===== src/rtl/seq_divider_10bit_pkg.sv =====
// Shared types and sizes for the sequential restoring divider.
// Optional remainder output is controlled by macro SEQ_DIV_REM_EN.
package seq_div_pkg;
    localparam int DIV_W = 10;
    localparam int CNT_W = $clog2(DIV_W);

    typedef enum logic [1:0] {
        IDLE = 2'd0,
        CALC = 2'd1,
        DONE = 2'd2
    } div_state_t;
endpackage


===== src/rtl/seq_divider_10bit_if.sv =====
// Operand/result handshake bundle for seq_divider_10bit.
// The remainder signal exists only when SEQ_DIV_REM_EN is defined.
interface seq_divider_10bit_if
    import seq_div_pkg::*;
#(
    parameter int WIDTH = DIV_W
);
    // Handshake: a transfer happens on a rising edge where valid && ready.
    // in_ready is high only while idle; out_valid holds with stable results until out_ready.
    logic             in_valid;
    logic             in_ready;
    logic [WIDTH-1:0] dividend;
    logic [WIDTH-1:0] divisor;
    logic             out_valid;
    logic             out_ready;
    logic [WIDTH-1:0] quotient;
`ifdef SEQ_DIV_REM_EN
    logic [WIDTH-1:0] remainder;
`endif
    logic             div_by_zero;

    modport master (
        output in_valid, dividend, divisor, out_ready,
`ifdef SEQ_DIV_REM_EN
        input  remainder,
`endif
        input  in_ready, out_valid, quotient, div_by_zero
    );

    modport slave (
        input  in_valid, dividend, divisor, out_ready,
`ifdef SEQ_DIV_REM_EN
        output remainder,
`endif
        output in_ready, out_valid, quotient, div_by_zero
    );
endinterface


===== src/rtl/seq_divider_10bit_trial_subtractor.sv =====
// Ripple-borrow trial subtractor: diff = a - b, built as a + ~b + 1 over full-adder cells.
// borrow=1 means the true result is negative.
module trial_subtractor #(
    parameter int N = 11
) (
    input  logic [N-1:0] a,
    input  logic [N-1:0] b,
    output logic [N-1:0] diff,
    output logic         borrow
);
    logic [N:0] w_carry;

    assign w_carry[0] = 1'b1;

    for (genvar k = 0; k < N; k++) begin : g_fa
        logic w_bn;
        assign w_bn         = ~b[k];
        assign diff[k]      = a[k] ^ w_bn ^ w_carry[k];
        assign w_carry[k+1] = (a[k] & w_bn) | (w_carry[k] & (a[k] ^ w_bn));
    end

    assign borrow = ~w_carry[N];
endmodule


===== src/rtl/seq_divider_10bit.sv =====
// Unsigned restoring divider producing one quotient bit per clock; results appear WIDTH cycles after accept.
// Defining SEQ_DIV_REM_EN adds the registered remainder output.
module seq_divider_10bit
    import seq_div_pkg::*;
#(
    parameter int WIDTH = DIV_W
) (
    input  logic                clk,
    input  logic                rst,
    seq_divider_10bit_if.slave  bus,
    output div_state_t          o_state
);
    localparam int CW = $clog2(WIDTH);

    div_state_t       r_state;
    div_state_t       w_state_next;
    logic [CW-1:0]    r_count;
    logic [WIDTH-1:0] r_q;
    logic [WIDTH:0]   r_r;
    logic [WIDTH-1:0] r_div;
    logic [WIDTH-1:0] r_quot;
    logic             r_dbz;
`ifdef SEQ_DIV_REM_EN
    logic [WIDTH-1:0] r_rem;
`endif

    logic [WIDTH:0]   w_shift;
    logic [WIDTH:0]   w_diff;
    logic             w_borrow;
    logic [WIDTH:0]   w_r_next;
    logic [WIDTH-1:0] w_q_next;
    logic             w_last;
    logic             w_unused;

    // Bring down the next dividend bit, then try subtracting the divisor.
    assign w_shift = {r_r[WIDTH-1:0], r_q[WIDTH-1]};

    trial_subtractor #(.N(WIDTH + 1)) u_sub (
        .a      (w_shift),
        .b      ({1'b0, r_div}),
        .diff   (w_diff),
        .borrow (w_borrow)
    );

    assign w_r_next = w_borrow ? w_shift : w_diff;
    assign w_q_next = {r_q[WIDTH-2:0], ~w_borrow};
    assign w_last   = (r_count == CW'(WIDTH - 1));
    // Partial remainder stays below the divisor, so its top bit never carries information out.
    assign w_unused = r_r[WIDTH];

    always_ff @(posedge clk) begin
        if (rst) r_state <= IDLE;
        else     r_state <= w_state_next;
    end

    always_comb begin
        w_state_next = r_state;
        unique case (r_state)
            IDLE:    if (bus.in_valid) w_state_next = CALC;
            CALC:    if (w_last)       w_state_next = DONE;
            DONE:    if (bus.out_ready) w_state_next = IDLE;
            default: w_state_next = IDLE;
        endcase
    end

    always_ff @(posedge clk) begin
        if (rst) begin
            r_count <= '0;
            r_q     <= '0;
            r_r     <= '0;
            r_div   <= '0;
            r_quot  <= '0;
            r_dbz   <= 1'b0;
`ifdef SEQ_DIV_REM_EN
            r_rem   <= '0;
`endif
        end else begin
            if (r_state == IDLE && bus.in_valid) begin
                r_div   <= bus.divisor;
                r_q     <= bus.dividend;
                r_r     <= '0;
                r_count <= '0;
                r_dbz   <= (bus.divisor == '0);
            end else if (r_state == CALC) begin
                r_q     <= w_q_next;
                r_r     <= w_r_next;
                r_count <= r_count + CW'(1);
                if (w_last) begin
                    r_quot <= w_q_next;
`ifdef SEQ_DIV_REM_EN
                    r_rem  <= w_r_next[WIDTH-1:0];
`endif
                end
            end
        end
    end

    assign bus.in_ready    = (r_state == IDLE);
    assign bus.out_valid   = (r_state == DONE);
    assign bus.quotient    = r_quot;
    assign bus.div_by_zero = r_dbz;
`ifdef SEQ_DIV_REM_EN
    assign bus.remainder   = r_rem;
`endif
    assign o_state         = r_state;
endmodule


===== src/flat_wrapper.sv =====
// flat-port wrapper written by rule: the top's interface ports become plain ports
module seq_divider_10bit_flat import seq_div_pkg::*;
#(
    parameter int WIDTH = DIV_W
)
  (clk, rst, o_state, bus_in_valid, bus_dividend, bus_divisor, bus_out_ready, bus_in_ready, bus_out_valid, bus_quotient, bus_div_by_zero);
  seq_divider_10bit_if #(.WIDTH(WIDTH)) bus_i ();
  input  logic clk;
  input  logic rst;
  output div_state_t o_state;
  input wire logic [$bits(bus_i.in_valid)-1:0] bus_in_valid;
  input wire logic [$bits(bus_i.dividend)-1:0] bus_dividend;
  input wire logic [$bits(bus_i.divisor)-1:0] bus_divisor;
  input wire logic [$bits(bus_i.out_ready)-1:0] bus_out_ready;
  output wire logic [$bits(bus_i.in_ready)-1:0] bus_in_ready;
  output wire logic [$bits(bus_i.out_valid)-1:0] bus_out_valid;
  output wire logic [$bits(bus_i.quotient)-1:0] bus_quotient;
  output wire logic [$bits(bus_i.div_by_zero)-1:0] bus_div_by_zero;
  assign bus_i.in_valid = bus_in_valid;
  assign bus_i.dividend = bus_dividend;
  assign bus_i.divisor = bus_divisor;
  assign bus_i.out_ready = bus_out_ready;
  assign bus_in_ready = bus_i.in_ready;
  assign bus_out_valid = bus_i.out_valid;
  assign bus_quotient = bus_i.quotient;
  assign bus_div_by_zero = bus_i.div_by_zero;
  seq_divider_10bit #(.WIDTH(WIDTH)) u_core (.clk(clk), .rst(rst), .bus(bus_i), .o_state(o_state));
endmodule

===== config.mk =====
export PLATFORM = sky130hd
export DESIGN_NAME = seq_divider_10bit_flat
export DESIGN_NICKNAME = d
export VERILOG_FILES = /design/src/rtl/seq_divider_10bit_pkg.sv /design/src/rtl/seq_divider_10bit_if.sv /design/src/rtl/seq_divider_10bit_trial_subtractor.sv /design/src/rtl/seq_divider_10bit.sv /design/src/flat_wrapper.sv
export SDC_FILE = /design/constraint.sdc
export NUM_CORES = 1
export LEC_CHECK = 0
export ABC_AREA = 1
export CORE_MARGIN = 2
export CORE_UTILIZATION = 25
export CTS_CLUSTER_DIAMETER = 80
export CTS_CLUSTER_SIZE = 30
export DETAILED_ROUTE_END_ITERATION = 16
export GPL_ROUTABILITY_DRIVEN = 1
export GPL_TIMING_DRIVEN = 0
export HOLD_SLACK_MARGIN = 0.06
export SYNTH_ARGS = -nofsm -noshare
export SYNTH_HDL_FRONTEND = slang
export SYNTH_HIERARCHICAL = 1
export SYNTH_SLANG_ARGS = --single-unit

===== constraint.sdc =====
create_clock -name clk -period 4.9 [get_ports clk]
set_clock_uncertainty 0.1 [all_clocks]
set_input_delay 0.735 -clock clk [delete_from_list [all_inputs] [get_ports clk]]
set_output_delay 0.735 -clock clk [all_outputs]
set_load 0.005 [all_outputs]

======== Word-level counts from Yosys, hierarchy flattened ========
Index checks and enable logic that the tools add are counted.
operators by class
  add/sub/neg operators ................... 1
  bitwise operators ....................... 63
  equal/unequal tests ..................... 6
  shift operators ......................... 0
  reductions and logical operators ........ 7
  multipliers ............................. 0
  div/mod/pow operators ................... 0
  multiplexer cells ....................... 7
  $lt $le $gt $ge ......................... 0
operator list
  cell                                                   count
  two-way mux 10 bit                                     3
  AND 1 bit                                              20
  XOR 1 bit                                              19
  inverter 1 bit                                         13
  OR 1 bit                                               11
  logical NOT 10 bit                                     1
  two-way mux 2 bit                                      3
  one-hot mux 2 bit (3 select lines)                     1
  AND reduction 3 bit                                    2
  adder 4 x 1 -> 4 bit, second input constant            1
  equality test 4 bit, second input constant             1
  inequality test 2 bit, second input constant           2
  equality test 2 x 1 -> 1 bit, second input constant    1
  equality test 2 bit, second input constant             1
  logical NOT 2 bit                                      1
  inequality test 2 x 1 -> 1 bit, second input constant  1
  nonzero test 2 bit                                     1
  OR reduction 2 bit                                     1
  logical AND 1 bit                                      1
word-level totals
  bits of input ports ..................... 24
  memory bits (writable) .................. 0
  memory bits (read-only) ................. 0
  bits in registers ....................... 47
  bits in latches ......................... 0
  memories kept ........................... 0

======== Depth between registers and ports, before layout ========
Gate-level depths: netlist of the first run.
  word-level depth ........................ 25
  gate-level depth with buffers ........... 19

======== Cells and area by module ========
Netlist of the first run, hierarchy kept.
modules (own cells, without submodules)
  module             area an instance (um^2)  instances  cells an instance
  seq_divider_10bit  2154.6                   1          315
  trial_subtractor   299.0                    1          34

======== Worst setup path after synthesis of the first run ========
No wires, ideal clock.
  path kind ............................... reg2reg
  start ................................... register u_core.r_q[9]
  end ..................................... register u_core.r_r[1]
  path slack .............................. 0.000 ns
  path buffers ............................ 1
  cell stages (with the launch flop) ...... 18
  data required time ...................... 4.678 ns
  arrival ................................. 4.677 ns
  path through ............................ dfxtp_1 -> inv_1 -> ha_1 -> inv_1 -> fa_1 -> inv_1 -> fa_1 -> fa_1 -> fa_1 -> fa_1 -> fa_1 -> fa_1 -> fa_1 -> fa_1 -> fa_1 -> clkbuf_1 -> o211ai_1 -> a21oi_1
between the ends
  cells in the longest elaborated chain, start to end .. 23
  elaborated cells on any way between the ends .. 25
  those cells by class .................... 1 x mux; 24 x bitwise
ends and longest elaborated chain
  what                                    line                                      source
  start, declared                         seq_divider_10bit.sv:18                   logic [WIDTH-1:0] r_q;
  start signal, assigned                  seq_divider_10bit.sv:80                   r_q <= bus.dividend;
  start signal, assigned                  seq_divider_10bit.sv:85                   r_q <= w_q_next;
  AND 1 bit or XOR 1 bit (tied branches)  seq_divider_10bit_trial_subtractor.sv:19  assign w_carry[k+1] = (a[k] & w_bn) | (w_carry[k] & (a[k] ^ w_bn));
  OR 1 bit *                              seq_divider_10bit_trial_subtractor.sv:19
  AND 1 bit                               seq_divider_10bit_trial_subtractor.sv:19
  OR 1 bit                                seq_divider_10bit_trial_subtractor.sv:19
  AND 1 bit                               seq_divider_10bit_trial_subtractor.sv:19
  OR 1 bit                                seq_divider_10bit_trial_subtractor.sv:19
  AND 1 bit                               seq_divider_10bit_trial_subtractor.sv:19
  OR 1 bit                                seq_divider_10bit_trial_subtractor.sv:19
  (+7 left out)                           -
  OR 1 bit                                seq_divider_10bit_trial_subtractor.sv:19
  AND 1 bit                               seq_divider_10bit_trial_subtractor.sv:19
  OR 1 bit                                seq_divider_10bit_trial_subtractor.sv:19
  AND 1 bit                               seq_divider_10bit_trial_subtractor.sv:19
  OR 1 bit                                seq_divider_10bit_trial_subtractor.sv:19
  AND 1 bit                               seq_divider_10bit_trial_subtractor.sv:19
  OR 1 bit                                seq_divider_10bit_trial_subtractor.sv:19
  two-way mux 10 bit *                    seq_divider_10bit.sv:45                   assign w_r_next = w_borrow ? w_shift : w_diff;
  end signal, assigned                    seq_divider_10bit.sv:86                   r_r <= w_r_next;
  end, declared                           seq_divider_10bit.sv:19                   logic [WIDTH:0] r_r;
Mark *: on every way between the ends. The rest lies on a longest branch, timed or not.
A chain may end at the register's enable or synchronous reset.

======== Worst setup path in the final report of the first run ========
  start ................................... register u_core.r_q[9]
  end ..................................... register u_core.r_r[9]
between the ends
  cells in the longest elaborated chain, start to end .. 23
  elaborated cells on any way between the ends .. 25
  those cells by class .................... 1 x mux; 24 x bitwise
ends and longest elaborated chain
  what                                    line
  AND 1 bit or XOR 1 bit (tied branches)  seq_divider_10bit_trial_subtractor.sv:19
  OR 1 bit *                              seq_divider_10bit_trial_subtractor.sv:19
  AND 1 bit *                             seq_divider_10bit_trial_subtractor.sv:19
  OR 1 bit *                              seq_divider_10bit_trial_subtractor.sv:19
  AND 1 bit *                             seq_divider_10bit_trial_subtractor.sv:19
  OR 1 bit *                              seq_divider_10bit_trial_subtractor.sv:19
  AND 1 bit *                             seq_divider_10bit_trial_subtractor.sv:19
  OR 1 bit *                              seq_divider_10bit_trial_subtractor.sv:19
  (+7 left out)                           -
  OR 1 bit *                              seq_divider_10bit_trial_subtractor.sv:19
  AND 1 bit *                             seq_divider_10bit_trial_subtractor.sv:19
  OR 1 bit *                              seq_divider_10bit_trial_subtractor.sv:19
  AND 1 bit                               seq_divider_10bit_trial_subtractor.sv:19
  OR 1 bit                                seq_divider_10bit_trial_subtractor.sv:19
  AND 1 bit                               seq_divider_10bit_trial_subtractor.sv:19
  OR 1 bit                                seq_divider_10bit_trial_subtractor.sv:19
  two-way mux 10 bit *                    seq_divider_10bit.sv:45
Marked as above.

==> impl_results.md, run 1 <==
* Mapped Avg Cell Area at roughly 7 um2
* Number of routed nets with antenna violations at 0
* CP max-delay cell: fa_2
* Reg2reg end: u_core/r_r[9]$_SDFFE_PP0P_
* Fmax at between 200 and 250 MHz
* Total design power at 0.000839 W
* Crit Path Max Fanout at 5
* Clock slew at reported path FFs at 90 ps
* Reg-to-Reg Start: u_core/r_q[9]$_SDFFE_PP0P_
* HP Class: flop to flop
* Max transition margin at 65.3%
* Diodes inserted at 0
* Clock Latency Late Sink at around 300 ps
* Hold Path End: u_core/bus.div_by_zero$_SDFFE_PP0P_
* RSZ-0062 raised after global routing: true
* Drt pass-1 iters at 5
* First-pass GRT wire length at ~9600 um
* Crit path max-delay family: adder cells
* CTS sink cnt at between 40 and 50
* Worst EP arrival at between 4000 and 5000 ps
* Non-Filler Instances at approximately 530
* Core ar. at roughly 9600 um2
* Vias per inst at slightly above 4
* CP most frequent cell: fa_2
* Crit-path cells: inv_2 > ha_2 > inv_2 > fa_2 > inv_2 > fa_2 > fa_2 > fa_2 > fa_2 > fa_2 > fa_2 > fa_2 > fa_2 > fa_2 > buf_2 > nand2_1 > o211ai_1 > a21oi_1
* Die Width at approximately 100 um
* Cells on worst reg2reg path at 18
* Post-layout min period at 4760 ps
* R2R Setup Slk at ~140 ps
* Area growth syn-to-layout at 29.1%
* Final setup viols at 0
* Inst Count DP at between 500 and 600
* Hold Crit Start: u_core/bus.div_by_zero$_SDFFE_PP0P_
* Worst setup margin at between 100 and 150 ps
* Vias at ~2.2k
* Max_cap viols at 0
* CTS tree: yes
* Startpoint Class: flop
* Worst slew pin tran at 520 ps
* Total grt overflow at 0
* CTS H-Tree Depth at 2
* CTS buffer count at 5
* Crit path capture type: flop
* Layout cell share with drive strength beyond 1 at between 10% and 20%
* Tcrit/Tclk final at roughly 100%
* Syn nets at between 300 and 400
* Post-route DRC violation count at 0
* Post-Route WL at 5780 um
* Full die area at around 11000 um2
* Mapped cell area at between 2000 and 2500 um2
* Pwr dens at 265 nW/um2
* Max Slew Vio Count at 0
* Worst VDD drop at roughly 0.11 mV
* Post-DP HPWL at between 4000 and 5000 um
* Die Ht at 103 um
* Status: completed
* Drt initial violations at roughly 70
* Initial Util at 25.4%
* Max stage delay on crit path at roughly 410 ps
* Drt wl/cell at 10.9 um
* Initial antenna violation count at 0
* Row cnt at 36
* Hold Crit Depth at 2
* Post-Synthesis Cells at approximately 350
* Dpl ws at -419 ps
* Nets at 432
* GRT Total Usage at around 11%
* Port Buf Inserts at 38
* Buf/Inv on CP at 4
* Maximum clock insertion buffer count at 2
* Final hold viol count at 0
* # IOs at 39
* Vias in the first global route at between 2k and 2.5k
* Req. time, crit path at just over 5000 ps
* Largest net degree at the start of global routing at 14
* Leak at around 1.4 nW
* Ys Warns at 6
* # hold bufs at CTS at 0
* Routability-driven placement congestion ratio at about 0.83
* WS Path Type: flop to flop
* Final Util at approximately a third
* CTS Root Buffer Type: clkbuf_8
[routing by layer]
layer	track usage (%)	share of wire, %	up-vias
li1	-	-	1126
met1	14.2	47	995
met2	19.9	47	41
met3	2.98	4.8	7
met4	2.73	1.4	0
met5	0	0	-
[cell usage in the layout, fill, tap and decap left out]
master / count
nand2_1: 81
nor2_1: 73
inv_1: 54
dfxtp_1: 46
clkdlybuf4s50_1: 38
nand3_1: 13
a21oi_1: 11
o211ai_1: 10
fa_2: 10
o21ai_0: 9
clkbuf_8: 7
buf_6: 7
inv_2: 6
clkbuf_1: 4
nand2_2: 4
buf_4: 4
buf_2: 2
nor2_4: 2
o21ai_1: 2
ha_1: 2
nor2_2: 1
nand2_4: 1
buf_8: 1
nor3b_2: 1
o21ai_2: 1
nor3_1: 1
or2_2: 1
nand3b_1: 1
dfxtp_2: 1
conb_1: 1
ha_2: 1
[worst max path at each step]
stage / startpoint / end / slack (ps) / depth (start not counted)
final: u_core/r_q[9]$_SDFFE_PP0P_ / u_core/r_r[9]$_SDFFE_PP0P_ / 140 / 18
after global routing: u_core/r_q[9]$_SDFFE_PP0P_ / u_core/r_r[9]$_SDFFE_PP0P_ / 0.7 / 18
after CTS: u_core/r_q[9]$_SDFFE_PP0P_ / u_core/r_r[9]$_SDFFE_PP0P_ / 20 / 17
after detailed placement: u_core/r_q[9]$_SDFFE_PP0P_ / u_core/r_r[8]$_SDFFE_PP0P_ / -420 / 17
after global placement: u_core/r_q[9]$_SDFFE_PP0P_ / u_core/r_r[9]$_SDFFE_PP0P_ / -380 / 17
after floorplan: u_core/r_q[9]$_SDFFE_PP0P_ / u_core/r_r[1]$_SDFFE_PP0P_ / 0.2 / 17
[tightest hold or removal path: cells and delay by family, from the launching register on]
family | cells | cell delay (ps)
flops | 1 | 330
simple gates | 2 | 120
[registers in the layout (all words and copies together) (netlist names)]
name / cells
u_core/o_state: 2
u_core/r_div: 10
u_core/r_q: 10
u_core/r_r: 10
u_core/bus.quotient: 10
u_core/bus.div_by_zero: 1
u_core/r_count: 4
[area by class of cell]
| type | count | area (um2) |
|---|---|---|
| plain buffers | 15 | 133 |
| inverters | 60 | 225 |
| fillers | 1070 | 6480 |
| clock buffers | 8 | 100 |
| well taps | 133 | 166 |
| multi-input cells | 226 | 1200 |
| repair buffers | 40 | 393 |
| flip-flops and latches | 47 | 942 |
[through the flow]
step                      hold slack (ps)  TNS, ps  instance area [um2]
after global routing                  392        0                 3160
after global placement                355    -3970                 3000
final                                 380        0                 3160
after detailed placement              362    -4420                 3000
after floorplan                       343        0                 2450
after CTS                             376        0                 3130
[power breakdown]
group          total [W]  internal [W]  switching (W)
clock network   0.000261      0.000129       0.000132
logic           0.000167     0.0000778      0.0000897
registers       0.000410      0.000398      0.0000128
[timing repair]
action	CTS	global route
cloned	0	1
buffers inserted	1	0
setup endpoints to repair	12	12
pin swaps	1	5
gates resized for setup	12	12
No activity file was read; power rests on OpenSTA's default activity.
==> inputs of run 2 (changes only) <==
Settings changed: CORE_MARGIN 2 to 1.5, DONT_BUFFER_PORTS set to 1, SLEW_MARGIN set to 10.
==> impl_results.md, run 2 (synthesis gave the netlist of run 1 again) <==
* Status: completed
* CTS Root Buffer Type: clkbuf_8
* CTS sink cnt at 47 (unchanged)
* Post-layout min period at 4770 ps (+10.4 ps)
* Drt pass-1 iters at 4 (-1)
* Largest net degree at the start of global routing at 16 (+2)
* Leak at 1.20 nW (-11%)
* Diodes inserted at 0 (unchanged)
* Crit path capture type: flop
* Routability-driven placement congestion ratio at 0.832 (+0.51%)
* GRT Total Usage at 10.8% (-0.70 points)
* Tcrit/Tclk final at 97.4% (+0.21 points)
* Area growth syn-to-layout at 12.4%
* CP most frequent cell: fa_2
* Worst setup margin at 130 ps (-10.4 ps)
* Initial Util at 26.1% (+0.73 points)
* Max stage delay on crit path at 410 ps (about the same)
* Fmax at 210 MHz (-0.22%)
* Full die area at 10400 um2 (-1.9%)
* Vias in the first global route at 1938 (-8.3%)
* R2R Setup Slk at 130 ps (about the same)
* Port Buf Inserts at 0 (-100%)
* Vias at 2019 (-6.9%)
* Dpl ws at -465 ps (-46.7 ps)
* Die Width at 102 um (-0.97%)
* RSZ-0062 raised after global routing: true
* CTS tree: yes
* Total grt overflow at 0 (unchanged)
* HP Class: flop to flop
* Max Slew Vio Count at 0 (unchanged)
* Final hold viol count at 0 (unchanged)
* Final Util at 29.4% (-3.4 points)
* # hold bufs at CTS at 0 (unchanged)
* Crit Path Max Fanout at 10 (+5)
* Worst EP arrival at 4890 ps (about the same)
* Drt wl/cell at 11.1 um (+1.7%)
* Nets at 393 (-9.0%)
* Clock slew at reported path FFs at 90 ps (about the same)
* Core ar. at 9370 um2 (-2.8%)
* Post-DP HPWL at 4080 um (-2.4%)
* Reg2reg end: u_core/r_r[6]$_SDFFE_PP0P_
* Pwr dens at 285 nW/um2 (+7.3%)
* Number of routed nets with antenna violations at 0 (unchanged)
* WS Path Type: flop to flop
* First-pass GRT wire length at 8750 um (-8.6%)
* Clock Latency Late Sink at 290 ps (about the same)
* CP max-delay cell: fa_2
* CTS buffer count at 5 (unchanged)
* Most frequent cells in the layout: nand2_1, nor2_1, inv_1, dfxtp_1, nand3_1
* Layout cell share with drive strength beyond 1 at 12.3% (-0.30 points)
* Hold Path End: u_core/r_r[9]$_SDFFE_PP0P_
* Startpoint Class: flop
* Req. time, crit path at 5020 ps (about the same)
* # IOs at 39 (unchanged)
* Worst VDD drop at 0.117 mV (+11%)
* Die Ht at 102 um (-0.97%)
* Most common cell after layout, fill and taps aside: nand2_1
* Vias per inst at 4.15 (+1.3%)
* Post-Route WL at 5400 um (-6.6%)
* Hold Crit Depth at 2 (unchanged)
* Crit-path cells: inv_1 > ha_1 > inv_1 > fa_1 > inv_1 > fa_2 > fa_2 > fa_2 > fa_2 > fa_2 > fa_2 > fa_2 > fa_2 > fa_2 > buf_6 > nand2_2 > o211ai_1 > a21oi_1
* Final setup viols at 0 (unchanged)
* CTS H-Tree Depth at 2 (unchanged)
* Maximum clock insertion buffer count at 2 (unchanged)
* Max_cap viols at 0 (unchanged)
* Row cnt at 35 (-2.8%)
* Reg-to-Reg Start: u_core/r_q[9]$_SDFFE_PP0P_
* Drt initial violations at 111 (+63%)
* Cells on worst reg2reg path at 18 (unchanged)
* Initial antenna violation count at 0 (unchanged)
* # fillers at 1043 (-2.5%)
* Post-route DRC violation count at 0 (unchanged)
* Sum Neg Setup Slack at 0 ps (unchanged)
* Hold Crit Start: u_core/r_r[9]$_SDFFE_PP0P_
* Final Hold Slack at 374 ps (-5.61 ps)
[run 2: changes by cell type in the layout (fill, tap and decap cells not counted), sizes merged]
cell           delta
clkinvlp          +2
buf               -1
clkdlybuf4s50    -38
clkinv            +1
clkbuf            -3
[run 2: worst max path at each step]
stage               cells after the start                         end  slack (ps)                       start
global placement                       17  u_core/r_r[2]$_SDFFE_PP0P_        -370  u_core/r_q[9]$_SDFFE_PP0P_
finish                                 18  u_core/r_r[6]$_SDFFE_PP0P_         130  u_core/r_q[9]$_SDFFE_PP0P_
detailed placement                     18  u_core/r_r[6]$_SDFFE_PP0P_        -470  u_core/r_q[9]$_SDFFE_PP0P_
CTS                                    18  u_core/r_r[6]$_SDFFE_PP0P_          10  u_core/r_q[9]$_SDFFE_PP0P_
floorplan                              17  u_core/r_r[1]$_SDFFE_PP0P_         0.2  u_core/r_q[9]$_SDFFE_PP0P_
global route                           18  u_core/r_r[6]$_SDFFE_PP0P_         -50  u_core/r_q[9]$_SDFFE_PP0P_
[run 2: report_power, final]
group	internal [W]	switching (W)	total, W	leakage, nW
Sequential	0.000398	0.0000131	0.000411	0.383
Clock	0.0000995	0.000133	0.000233	0.0402
Combinational	0.0000582	0.0000818	0.000140	0.781
Total	0.000555	0.000228	0.000783	1.20
[run 2: final cells by class]
class / count / area, um2 / area share (%)
plain buffers: 15 / 133 / 4.82
clock buffers: 5 / 68.8 / 2.50
clock inverters: 3 / 20.0 / 0.727
inverters: 60 / 225 / 8.18
multi-input cells: 226 / 1190 / 43.4
flip-flops and latches: 47 / 942 / 34.2
well taps: 129 / 161 / 5.86
repair buffers: 1 / 7.51 / 0.273
[run 2: critical path, delay by kind of cell, from the launching register on]
kind / cells / cell delay, ps
AO/OA/AOI/OAI: 2 / 270
adder cells (fa/ha/maj): 11 / 3570
buffers and inverters: 4 / 320
flip-flops: 1 / 370
AND/OR/NAND/NOR: 1 / 60
[run 2: per-stage QoR]
step                      area [um2]  std cells  power (W)
final                           2750        486   0.000783
after global routing            2750        486   0.000832
after CTS                       2740        486   0.000791
after detailed placement        2610        477   0.000550
after global placement          2610        477   0.000544
after floorplan                 2450        348   0.000518
[run 2: routing by layer]
layer / share of wire, % / global-route usage [%]
met1: 42 / 12.1
met2: 49 / 19.1
met3: 7.1 / 3.28
met4: 1.8 / 4.21
met5: 0 / 0
[run 2: what timing repair did]
action	CTS	global route
resized for setup	12	6
buffers inserted	1	0
pin swaps	1	1
endpoints found under the setup margin	12	12
